### src/rtl/address_buff_ctrl_if.sv
// address_buff_ctrl_if: fill/drain handshake and SRAM port bundle for the banked address buffer
interface address_buff_ctrl_if #(
  parameter int SRAM_DEPTH = 1024,
  parameter int BAND_WIDTH = 16
);
  localparam int AW = $clog2(SRAM_DEPTH);
  localparam int BW = $clog2(BAND_WIDTH);
  logic                           clear;
  logic                           rd_start;
  logic [BAND_WIDTH-1:0]          wr_valid;
  logic [BAND_WIDTH-1:0]          wea;
  logic [BAND_WIDTH-1:0][AW-1:0]  addra;
  logic                           enb;
  logic [BW+AW-1:0]               addrb;
  logic                           rd_valid;
  logic                           rd_last;
  logic                           busy;
  logic                           done;
  logic                           overflow;
  modport slave (
    input  clear, rd_start, wr_valid,
    output wea, addra, enb, addrb, rd_valid, rd_last, busy, done, overflow
  );
  modport master (
    output clear, rd_start, wr_valid,
    input  wea, addra, enb, addrb, rd_valid, rd_last, busy, done, overflow
  );
endinterface

### src/rtl/address_buff_ctrl.sv
// address_buff_ctrl: per-lane fill pointers into SRAM banks, then an in-order sweep of all banks through one read port
module address_buff_ctrl #(
  parameter int SRAM_DEPTH = 1024,
  parameter int BAND_WIDTH = 16
) (
  input  logic               clk,
  input  logic               rst,
  address_buff_ctrl_if.slave bus
);
  localparam int AW = $clog2(SRAM_DEPTH);
  localparam int BW = $clog2(BAND_WIDTH);
  localparam int CW = AW + 1;
  typedef enum logic [1:0] {FILL, DRAIN, FLUSH} state_t;
  state_t                        state_q, state_d;
  logic [BAND_WIDTH-1:0][CW-1:0] wr_ptr_q, wr_ptr_d;
  logic [BW-1:0]                 rd_bank_q, rd_bank_d;
  logic [CW-1:0]                 rd_ptr_q, rd_ptr_d;
  logic                          rd_valid_q, rd_valid_d;
  logic                          rd_last_q, rd_last_d;
  logic                          done_q, done_d;
  logic                          overflow_q, overflow_d;
  logic [CW-1:0]                 cur_cnt;
  logic                          bank_end, rest_empty;
  always_comb begin
    cur_cnt    = wr_ptr_q[rd_bank_q];
    rest_empty = 1'b1;
    for (int j = 0; j < BAND_WIDTH; j++)
      if (j > int'(rd_bank_q) && wr_ptr_q[j] != '0) rest_empty = 1'b0;
    bus.enb   = state_q == DRAIN && rd_ptr_q < cur_cnt;
    bus.addrb = bus.enb ? {rd_bank_q, rd_ptr_q[AW-1:0]} : '0;
    bank_end  = state_q == DRAIN && (cur_cnt == '0 || rd_ptr_q + 1'b1 == cur_cnt);
    // Writes land in the same cycle; a full bank or a non-FILL state drops the word.
    for (int i = 0; i < BAND_WIDTH; i++) begin
      bus.wea[i]   = !rst && !bus.clear && state_q == FILL && bus.wr_valid[i] && wr_ptr_q[i] != CW'(SRAM_DEPTH);
      bus.addra[i] = wr_ptr_q[i][AW-1:0];
      wr_ptr_d[i]  = wr_ptr_q[i] + CW'(bus.wea[i]);
    end
    overflow_d = overflow_q | (|(bus.wr_valid & ~bus.wea));
    rd_valid_d = bus.enb;
    rd_last_d  = bus.enb && bank_end && rest_empty;
    state_d    = state_q;
    rd_bank_d  = rd_bank_q;
    rd_ptr_d   = rd_ptr_q;
    done_d     = 1'b0;
    if (state_q == FILL && bus.rd_start) begin
      state_d   = DRAIN;
      rd_bank_d = '0;
      rd_ptr_d  = '0;
    end
    if (state_q == DRAIN) begin
      rd_ptr_d  = bank_end ? '0 : rd_ptr_q + CW'(bus.enb);
      rd_bank_d = bank_end ? rd_bank_q + 1'b1 : rd_bank_q;
      state_d   = bank_end && rd_bank_q == BW'(BAND_WIDTH - 1) ? FLUSH : DRAIN;
    end
    if (state_q == FLUSH) begin
      state_d  = FILL;
      done_d   = 1'b1;
      wr_ptr_d = '0;
    end
    if (bus.clear) begin
      state_d    = FILL;
      wr_ptr_d   = '0;
      rd_bank_d  = '0;
      rd_ptr_d   = '0;
      done_d     = 1'b0;
      overflow_d = 1'b0;
    end
  end
  always_ff @(posedge clk or posedge rst) begin
    if (rst) begin
      state_q    <= FILL;
      wr_ptr_q   <= '0;
      rd_bank_q  <= '0;
      rd_ptr_q   <= '0;
      rd_valid_q <= 1'b0;
      rd_last_q  <= 1'b0;
      done_q     <= 1'b0;
      overflow_q <= 1'b0;
    end else begin
      state_q    <= state_d;
      wr_ptr_q   <= wr_ptr_d;
      rd_bank_q  <= rd_bank_d;
      rd_ptr_q   <= rd_ptr_d;
      rd_valid_q <= rd_valid_d;
      rd_last_q  <= rd_last_d;
      done_q     <= done_d;
      overflow_q <= overflow_d;
    end
  end
  assign bus.rd_valid = rd_valid_q;
  assign bus.rd_last  = rd_last_q;
  assign bus.done     = done_q;
  assign bus.overflow = overflow_q;
  assign bus.busy     = state_q != FILL;
endmodule

### src/flat_wrapper.sv
// flat-port wrapper written by rule: the top's interface ports become plain ports
module address_buff_ctrl_flat 
#(
  parameter int SRAM_DEPTH = 1024,
  parameter int BAND_WIDTH = 16
)
  (clk, rst, bus_clear, bus_rd_start, bus_wr_valid, bus_wea, bus_addra, bus_enb, bus_addrb, bus_rd_valid, bus_rd_last, bus_busy, bus_done, bus_overflow);
  address_buff_ctrl_if #(.SRAM_DEPTH(SRAM_DEPTH), .BAND_WIDTH(BAND_WIDTH)) bus_i ();
  input  logic clk;
  input  logic rst;
  input wire logic [$bits(bus_i.clear)-1:0] bus_clear;
  input wire logic [$bits(bus_i.rd_start)-1:0] bus_rd_start;
  input wire logic [$bits(bus_i.wr_valid)-1:0] bus_wr_valid;
  output wire logic [$bits(bus_i.wea)-1:0] bus_wea;
  output wire logic [$bits(bus_i.addra)-1:0] bus_addra;
  output wire logic [$bits(bus_i.enb)-1:0] bus_enb;
  output wire logic [$bits(bus_i.addrb)-1:0] bus_addrb;
  output wire logic [$bits(bus_i.rd_valid)-1:0] bus_rd_valid;
  output wire logic [$bits(bus_i.rd_last)-1:0] bus_rd_last;
  output wire logic [$bits(bus_i.busy)-1:0] bus_busy;
  output wire logic [$bits(bus_i.done)-1:0] bus_done;
  output wire logic [$bits(bus_i.overflow)-1:0] bus_overflow;
  assign bus_i.clear = bus_clear;
  assign bus_i.rd_start = bus_rd_start;
  assign bus_i.wr_valid = bus_wr_valid;
  assign bus_wea = bus_i.wea;
  assign bus_addra = bus_i.addra;
  assign bus_enb = bus_i.enb;
  assign bus_addrb = bus_i.addrb;
  assign bus_rd_valid = bus_i.rd_valid;
  assign bus_rd_last = bus_i.rd_last;
  assign bus_busy = bus_i.busy;
  assign bus_done = bus_i.done;
  assign bus_overflow = bus_i.overflow;
  address_buff_ctrl #(.SRAM_DEPTH(SRAM_DEPTH), .BAND_WIDTH(BAND_WIDTH)) u_core (.clk(clk), .rst(rst), .bus(bus_i));
endmodule
### config.mk
export PLATFORM = sky130hd
export DESIGN_NAME = address_buff_ctrl_flat
export DESIGN_NICKNAME = d
export VERILOG_FILES = /design/src/rtl/address_buff_ctrl_if.sv /design/src/rtl/address_buff_ctrl.sv /design/src/flat_wrapper.sv
export SDC_FILE = /design/constraint.sdc
export NUM_CORES = 1
export LEC_CHECK = 0
export CAP_MARGIN = 5
export CORE_ASPECT_RATIO = 1.75
export CORE_MARGIN = 1.5
export CORE_UTILIZATION = 55
export CTS_CLUSTER_DIAMETER = 120
export DETAILED_ROUTE_END_ITERATION = 12
export GPL_ROUTABILITY_DRIVEN = 0
export GPL_TIMING_DRIVEN = 1
export PLACE_DENSITY_LB_ADDON = 0.05
export SYNTH_ARGS = -nofsm -noshare
export SYNTH_HDL_FRONTEND = slang
export SYNTH_SLANG_ARGS = --single-unit
### constraint.sdc
create_clock -name clk -period 9.3 [get_ports clk]
set_input_delay 2.79 -clock clk [delete_from_list [all_inputs] [get_ports clk]]
set_output_delay 2.79 -clock clk [all_outputs]
set_load 0.02 [all_outputs]
== Word level (Yosys, flattened, before mapping) ==
Cells that the tools add are included.

* Add/sub/neg operators: 19
* Multiply operators: 0
* Divide/modulo/power cells: 0
* $lt $le $gt $ge: 17
* Equal/unequal tests: 21
* Shifts and indexed selects: 0
* Mux-type cells: 36
* Bitwise logic cells: 3
* Reduce and logical (&&, ||, !) cells: 80

{| class="wikitable"
|+ Operators with widths
! kind !! number
|-
| $mux W176 || 2
|-
| $add A11 B1 Y11 || 17
|-
| $ne A11 B11 Y1 const B || 16
|-
| $reduce_bool A11 Y1 || 15
|-
| $logic_and A1 B1 Y1 || 55
|-
| $mux W11 || 5
|-
| $bmux W11 S4 || 1
|-
| $gt A4 B4 Y1 const A || 8
|-
| $mux W1 || 18
|-
| $and A16 B16 Y16 || 1
|-
| $gt A3 B4 Y1 const A || 4
|-
| $mux W4 || 4
|-
| $not A16 Y16 || 1
|-
| $reduce_or A16 Y1 || 1
|-
| $mux W14 || 1
|-
| $add A11 B1 Y11 const B || 1
|-
| $eq A11 B11 Y1 || 1
|-
| $logic_not A11 Y1 || 1
|-
| $lt A11 B11 Y1 || 1
|-
| $mux W2 || 5
|-
| $gt A2 B4 Y1 const A || 2
|-
| $lt A4 B5 Y1 const B || 1
|-
| $add A4 B1 Y4 const B || 1
|-
| $eq A4 B4 Y1 const B || 1
|-
| 12 further kinds || 13
|}

* Register bits after elaboration: 197
* Bits in latches: 0
* RAM bits: 0
* Memory bits (read-only): 0
* Input port bits: 20
* Output and inout bits: 196
* Word-level logic and storage cells: 199
* Memories kept: 0

== Longest topological paths before layout ==
Gate-level depths: netlist of run 1.

* Word-level depth: 18
* Gate-level depth with buffers: 24
* Gate-level depth less buffers: 18

== Least setup slack after synthesis of run 1 ==
OpenSTA, ideal clock, no wires.

* Path type: input to output
* Start point: input port bus_clear
* End point: output port bus_wea[9]
* Arrival time: 4.363 ns
* Data required time: 6.510 ns
* Path slack: 2.147 ns
* Cell stages on the path: 5
* Buffers on the path: 3
* Cell sequence: clkbuf_1 -> or3_1 -> clkbuf_1 -> clkbuf_1 -> a211oi_1

* Word-level cells in the longest chain between the ends: 5

{| class="wikitable"
|+ Ends and longest elaborated chain
! item !! RTL line !! text
|-
| start: declaration || flat_wrapper.sv:11 || <nowiki>input wire logic [$bits(bus_i.clear)-1:0] bus_clear;</nowiki>
|-
| $logic_not A1 Y1 || address_buff_ctrl.sv:34 || <nowiki>bus.wea[i] = !rst && !bus.clear && state_q == FILL && bus.wr_valid[i] && wr_ptr_q[i] != CW'(SRAM_DEPTH);</nowiki>
|-
| $logic_and A1 B1 Y1 (4 in a row) || address_buff_ctrl.sv:34 ||
|-
| end: declaration || flat_wrapper.sv:14 || <nowiki>output wire logic [$bits(bus_i.wea)-1:0] bus_wea;</nowiki>
|}

Every way passes these cells.

== Final worst setup path of run 1 ==
* Start point: input port bus_clear
* End point: output port bus_wea[0]

The elaborated chain is that of the path after synthesis.

==> results of run 1 <==
-- power by group --
| group | internal, mW | switching (mW) |
|---|---|---|
| clock | 0.417 | 0.350 |
| combinational | 0.0609 | 0.0982 |
| sequential | 0.862 | 0.0183 |
-- metal layers --
layer  GRT usage  routed length (µm)
met4       0.199                2480
met1       0.366               13800
met2       0.590               21000
met3      0.0527                2370
met5           0                   0
-- kinds of logic after synthesis --
family	after synthesis	share of synthesized area
simple gates	551	0.204
buf+inv	265	0.125
flops	197	0.377
xor+xnor	162	0.109
compound gates	89	0.0505
mux	61	0.0869
fa+ha+maj	50	0.0479
-- flip-flops by register name, indices dropped and copies added, names as in the netlist --
register / flops
u_core.wr_ptr_q: 16
u_core.bus.overflow: 1
u_core.bus.done: 1
u_core.bus.rd_last: 1
u_core.bus.addra: 160
u_core.rd_ptr_q: 11
u_core.bus.rd_valid: 1
u_core.state_q: 2
u_core.rd_bank_q: 4
-- synthesized netlist by cell type, drive strengths merged (5+ instances only) --
cell type,n,area [µm²]
nand3,96,480
a41oi,9,78.8
a22oi,8,60.1
mux4,41,923
xor2,100,876
ha,50,626
and3,47,294
nor2,199,747
nor4,31,194
clkbuf,32,120
dfrtp,197,4930
mux2i,14,140
inv,58,218
mux2,6,71.3
a211oi,9,67.6
a21oi,5,28.8
and2,54,338
xnor2,62,543
nand2,75,282
o22ai,10,62.6
buf,175,1300
o21ai,16,80.1
o211ai,5,37.5
or4,7,52.6
nand4,7,43.8
nor3,11,55.1
-- worst max-delay path, stage by stage --
cell and delay [ps]:
clkdlybuf4s50_1 600, or3_1 880, a311oi_1 800, clkdlybuf4s50_1 740
-- final cells by class --
cell class                      instances  area, µm²
Tap cell                              304        380
Clock inverter                         11        136
Fill cell                            2018       8470
Inverter                               58        225
Timing Repair Buffer                  223       2210
Sequential cell                       197       4930
Multi-Input combinational cell        913       6520
Clock buffer                           21        460
-- worst max path at each step --
stage / start / end / slack [ps] / cells past startpoint
2_1_floorplan: rst / u_core.bus.addra[0]$_DFF_PP0_ / 1140 / 1
3_3_place_gp: bus_clear / bus_wea[0] / 840 / 4
3_5_place_dp: bus_clear / bus_wea[0] / 780 / 4
4_1_cts: bus_clear / bus_wea[0] / 780 / 4
5_1_grt: u_core.rd_bank_q[0]$_DFFE_PP0P_ / bus_addrb[0] / 610 / 14
6_report: bus_clear / bus_wea[0] / 700 / 4
-- placed cells by master (no fill, tap or decap), types with 4 or more instances in the layout --
cell | netlist | final
nor3_1 | 11 | 11
nand2_1 | 75 | 75
inv_6 | 0 | 5
nor2b_1 | 4 | 4
mux4_2 | 41 | 41
or4_1 | 7 | 7
ha_1 | 50 | 50
o21ai_0 | 14 | 13
clkbuf_16 | 0 | 17
and3_1 | 47 | 47
inv_1 | 55 | 54
dfrtp_1 | 197 | 195
a31oi_1 | 4 | 4
xor2_1 | 100 | 100
o22ai_1 | 10 | 10
nand3_1 | 96 | 96
buf_4 | 161 | 8
nor2_1 | 199 | 199
o211ai_1 | 5 | 5
a41oi_1 | 9 | 9
and2_1 | 54 | 54
a211oi_1 | 9 | 9
o21a_1 | 4 | 4
nand4_1 | 7 | 7
a22oi_1 | 8 | 8
xnor2_1 | 62 | 62
mux2i_1 | 14 | 14
nor4_1 | 31 | 31
clkdlybuf4s50_1 | 0 | 215
-- stage by stage --
step | hold slack [ps] | area (µm²) | std cells
6_report | 609 | 14900 | 1727
3_3_place_gp | 586 | 14300 | 1695
5_1_grt | 646 | 14900 | 1727
4_1_cts | 606 | 14900 | 1727
2_1_floorplan | 514 | 13100 | 1375
3_5_place_dp | 590 | 14300 | 1695
==> impl_metrics.env, run 1 <==
export IMPL_status="finished, final reports clean"
export IMPL_cap_violations=0
export IMPL_postCtsHoldBufs=0
export IMPL_wl_mm=39.7
export IMPL_setup_viol=0
export IMPL_grt_max_degree=137
export IMPL_fin_ws_ps=704
export IMPL_slew_headroom=0.160
export IMPL_worstMarginPinSlew_ps=1250
export IMPL_hold_viol_final=0
export IMPL_worstPathRequired_ps=6510
export IMPL_synth_area_um2=13100
export IMPL_async_flop_share=1.00
export IMPL_ff2ff_path_depth=19
export IMPL_insertion_delay_ps=460
export IMPL_dp_slack_ps=782
export IMPL_ys_types=59
export IMPL_synth_edf_count=0
export IMPL_drtAntennaViolNets=0
export IMPL_first_pass_iters=5
export IMPL_clock_skew_final_ps=9.18
export IMPL_period_share=0.924
export IMPL_num_vias=10400
export IMPL_htree_levels=4
export IMPL_reg2reg_setup_slack_ps=3700
export IMPL_rows=74
export IMPL_die_w_um=120
export IMPL_hpwl_mm=29.6
export IMPL_nNetsFinal=1480
export IMPL_startpoint_type="primary input"
export IMPL_area_growth_pct=13.8
export IMPL_cts_sinks=197
export IMPL_tns_ps=0
export IMPL_synth_flop_cell="dfrtp_1"
export IMPL_synth_seq_cells=197
export IMPL_min_delay_start="u_core.rd_ptr_q[0]$_DFFE_PP0P_"
export IMPL_grt_pass1_wl_mm=60.6
export IMPL_cts_inserted_buffers=17
export IMPL_yosysSeqAreaShare=0.377
export IMPL_grt_pass1_vias=10200
export IMPL_die_y_um=207
export IMPL_portBuffers=215
export IMPL_hp_class="reg -> reg"
export IMPL_drt_iter0_markers=894
export IMPL_core_area_um2=23300
export IMPL_routed_via_density=6.01
export IMPL_fmax_ghz=0.116
export IMPL_end_kind="output port"
export IMPL_min_period_ps=8600
export IMPL_whs_path_depth=1
export IMPL_initial_core_util=0.560
export IMPL_syn_instance_count=1375
export IMPL_synth_warning_count=0
export IMPL_rr_startpoint="u_core.rd_bank_q[1]$_DFFE_PP0P_"
export IMPL_die_area_um2=24700
export IMPL_cp_max_fo=16
export IMPL_crit_type="in -> out"
export IMPL_grt_overflow_total=0
export IMPL_regToRegEndpoint="u_core.rd_ptr_q[8]$_DFFE_PP0P_"
export IMPL_io_pins=216
export IMPL_grt_setup_unrepaired="false"
export IMPL_cts_root_buffer="clkbuf_16"
export IMPL_crit_arrival_ps=5810
export IMPL_wl_per_cell_um=23.0
export IMPL_synth_avg_cell_area_um2=9.50
export IMPL_peakVddDrop_mv=0.109
export IMPL_p_per_area_nw_per_um2=122
export IMPL_post_cts_buffers=0
export IMPL_fin_util=0.637
export IMPL_grt_antenna_before_repair=0
export IMPL_p_leak_nw=6.48
export IMPL_cts_tree="yes"
export IMPL_syn_nets=1445
export IMPL_drive_gt1_frac=0.0696
export IMPL_grt_total_usage=0.329
export IMPL_remaining_drc_errors=0
export IMPL_post_cts_resize_count=0
export IMPL_cts_clk_slew_worst_paths_ps=70
export IMPL_power_mw=1.81
export IMPL_antennaDiodeCount=0
export IMPL_slew_viol_final=0
export IMPL_clk_path_buf_depth=2
export IMPL_hold_end="u_core.rd_ptr_q[0]$_DFFE_PP0P_"
No activity file was read; power rests on OpenSTA's default activity.
==> run 2: changes to the inputs <==
--- a/config.mk
+++ b/config.mk
@@ -6,7 +6,6 @@
 export NUM_CORES = 1
 export LEC_CHECK = 0
 export CAP_MARGIN = 5
-export CORE_ASPECT_RATIO = 1.75
 export CORE_MARGIN = 1.5
 export CORE_UTILIZATION = 55
 export CTS_CLUSTER_DIAMETER = 120
@@ -14,6 +13,7 @@
 export GPL_ROUTABILITY_DRIVEN = 0
 export GPL_TIMING_DRIVEN = 1
 export PLACE_DENSITY_LB_ADDON = 0.05
+export SKIP_CTS_REPAIR_TIMING = 1
 export SYNTH_ARGS = -nofsm -noshare
 export SYNTH_HDL_FRONTEND = slang
 export SYNTH_SLANG_ARGS = --single-unit
==> impl_metrics.env, run 2 (synthesis gave the netlist of run 1 again) <==
export IMPL_nNetsFinal=1481
export IMPL_crit_family="buffers and inverters"
export IMPL_dp_slack_ps=985
export IMPL_io_pins=216
export IMPL_min_period_ps=8340
export IMPL_cts_clk_slew_worst_paths_ps=70
export IMPL_instances_no_fill=1743
export IMPL_critPathMostFrequentCell="clkdlybuf4s50_1"
export IMPL_startpoint_type="primary input"
export IMPL_tns_ps=0
export IMPL_whs_ps=608
export IMPL_num_vias=10100
export IMPL_clk_path_buf_depth=2
export IMPL_cap_violations=0
export IMPL_cts_root_buffer="clkbuf_16"
export IMPL_fin_area_um2=14900
export IMPL_hp_class="reg -> reg"
export IMPL_drtAntennaViolNets=0
export IMPL_cp_max_fo=16
export IMPL_die_area_um2=24700
export IMPL_cp_slowest_cell="or3_1"
export IMPL_fmax_ghz=0.120
export IMPL_hpwl_mm=27.2
export IMPL_fin_ws_ps=965
export IMPL_p_per_area_nw_per_um2=119
export IMPL_htree_levels=4
export IMPL_end_kind="output port"
export IMPL_die_y_um=157
export IMPL_fin_util=0.635
export IMPL_cp_depth=4
export IMPL_grt_total_usage=0.304
export IMPL_crit_type="in -> out"
export IMPL_drt_iter0_markers=883
export IMPL_critPathBufInv=2
export IMPL_final_cell_mix="clkdlybuf4s50_1, nor2_1, dfrtp_1"
export IMPL_p_leak_nw=6.47
export IMPL_endpoint="bus_wea[0]"
export IMPL_path_cells="clkdlybuf4s50_1 > or3_1 > a311oi_1 > clkdlybuf4s50_1"
export IMPL_period_share=0.896
export IMPL_cp_startpoint="bus_clear"
export IMPL_grt_overflow_total=0
export IMPL_peakVddDrop_mv=0.134
export IMPL_grt_max_degree=122
export IMPL_rows=56
export IMPL_largest_reg_flops=160
export IMPL_grt_pass1_vias=9419
export IMPL_slew_headroom=0.336
export IMPL_insertion_delay_ps=450
export IMPL_placed_area_um2=14300
export IMPL_area_growth_pct=13.8
export IMPL_cts_sinks=197
export IMPL_first_pass_iters=5
export IMPL_core_area_um2=23400
export IMPL_initial_core_util=0.558
export IMPL_wl_per_cell_um=21.0
export IMPL_worstMarginPinSlew_ps=995
export IMPL_final_common_cell="clkdlybuf4s50_1"
export IMPL_grt_pass1_wl_mm=56.2
export IMPL_portBuffers=215
export IMPL_placed_cells=1711
export IMPL_ff2ff_path_depth=19
export IMPL_grt_setup_unrepaired="false"
export IMPL_drive_gt1_frac=0.0702
export IMPL_cts_tree="yes"
export IMPL_regToRegEndpoint="u_core.rd_ptr_q[8]$_DFFE_PP0P_"
export IMPL_die_w_um=157
export IMPL_setup_viol=0
export IMPL_hold_viol_final=0
export IMPL_critical_path_max_stage_delay_ps=820
export IMPL_cts_inserted_buffers=17
export IMPL_slew_viol_final=0
export IMPL_reg2reg_setup_slack_ps=3970
export IMPL_crit_arrival_ps=5550
export IMPL_routed_via_density=5.81
export IMPL_remaining_drc_errors=0
export IMPL_nFillCells=2009
export IMPL_antennaDiodeCount=0
export IMPL_clock_skew_final_ps=12.2
export IMPL_status="finished, final reports clean"
export IMPL_grt_antenna_before_repair=0
export IMPL_rr_startpoint="u_core.rd_bank_q[1]$_DFFE_PP0P_"
export IMPL_worstPathRequired_ps=6510
export IMPL_power_mw=1.76
export IMPL_wl_mm=36.6
-- run 2: changes by cell type in the layout (fill, tap and decap cells not counted), sizes merged --
cell | before | now
clkinv | 2 | 5
bufinv | 2 | 0
inv | 64 | 66
clkbuf | 21 | 19
buf | 8 | 9
clkinvlp | 1 | 0
-- run 2: power breakdown --
group	internal, mW	switching (mW)	total [mW]
clock	0.357	0.370	0.727
sequential	0.862	0.0173	0.879
combinational	0.0612	0.0972	0.158
total	1.28	0.484	1.76
-- run 2: cell type report --
| type | instances | area, µm² | area share |
|---|---|---|---|
| Clock buffer | 19 | 433 | 0.0291 |
| Clock inverter | 13 | 135 | 0.00909 |
| Inverter | 58 | 225 | 0.0152 |
| Multi-Input combinational cell | 913 | 6520 | 0.439 |
| Sequential cell | 197 | 4930 | 0.332 |
| Tap cell | 319 | 399 | 0.0269 |
| Timing Repair Buffer | 224 | 2220 | 0.149 |
-- run 2: layer usage --
| metal | track usage | share of wire | up-vias |
|---|---|---|---|
| met5 | 0 | 0 | - |
| li1 | - | - | 4637 |
| met1 | 0.452 | 0.46 | 5013 |
| met4 | 0.0750 | 0.018 | 0 |
| met2 | 0.465 | 0.45 | 421 |
| met3 | 0.0512 | 0.072 | 57 |
-- run 2: how the worst min path moves through the flow --
stage,to,startpoint,depth (start not counted)
after CTS,u_core.rd_ptr_q[0]$_DFFE_PP0P_,u_core.rd_ptr_q[0]$_DFFE_PP0P_,1
after global placement,u_core.rd_ptr_q[0]$_DFFE_PP0P_,u_core.rd_ptr_q[0]$_DFFE_PP0P_,1
after global routing,u_core.rd_ptr_q[10]$_DFFE_PP0P_,u_core.rd_ptr_q[10]$_DFFE_PP0P_,2
after floorplan,u_core.wr_ptr_q[10]$_DFF_PP0_,u_core.wr_ptr_q[10]$_DFF_PP0_,2
final,u_core.rd_ptr_q[10]$_DFFE_PP0P_,u_core.rd_ptr_q[10]$_DFFE_PP0P_,2
after detailed placement,u_core.rd_ptr_q[0]$_DFFE_PP0P_,u_core.rd_ptr_q[0]$_DFFE_PP0P_,1
-- run 2: worst reg2reg max path: stages (launching register included) --
cell and delay, ps:
dfrtp_2 900, buf_4 350, mux2_1 340, or3_1 310
nand4_1 170, o21a_1 140, ha_1 220, o21a_1 100
o21a_1 160, o21a_1 150, o21ai_0 140, a21oi_1 80
o21ai_0 770, ha_1 350, ha_1 230, nand2_1 70
nor3_1 330, nand4_1 160, xor2_1 170, nor2_1 50
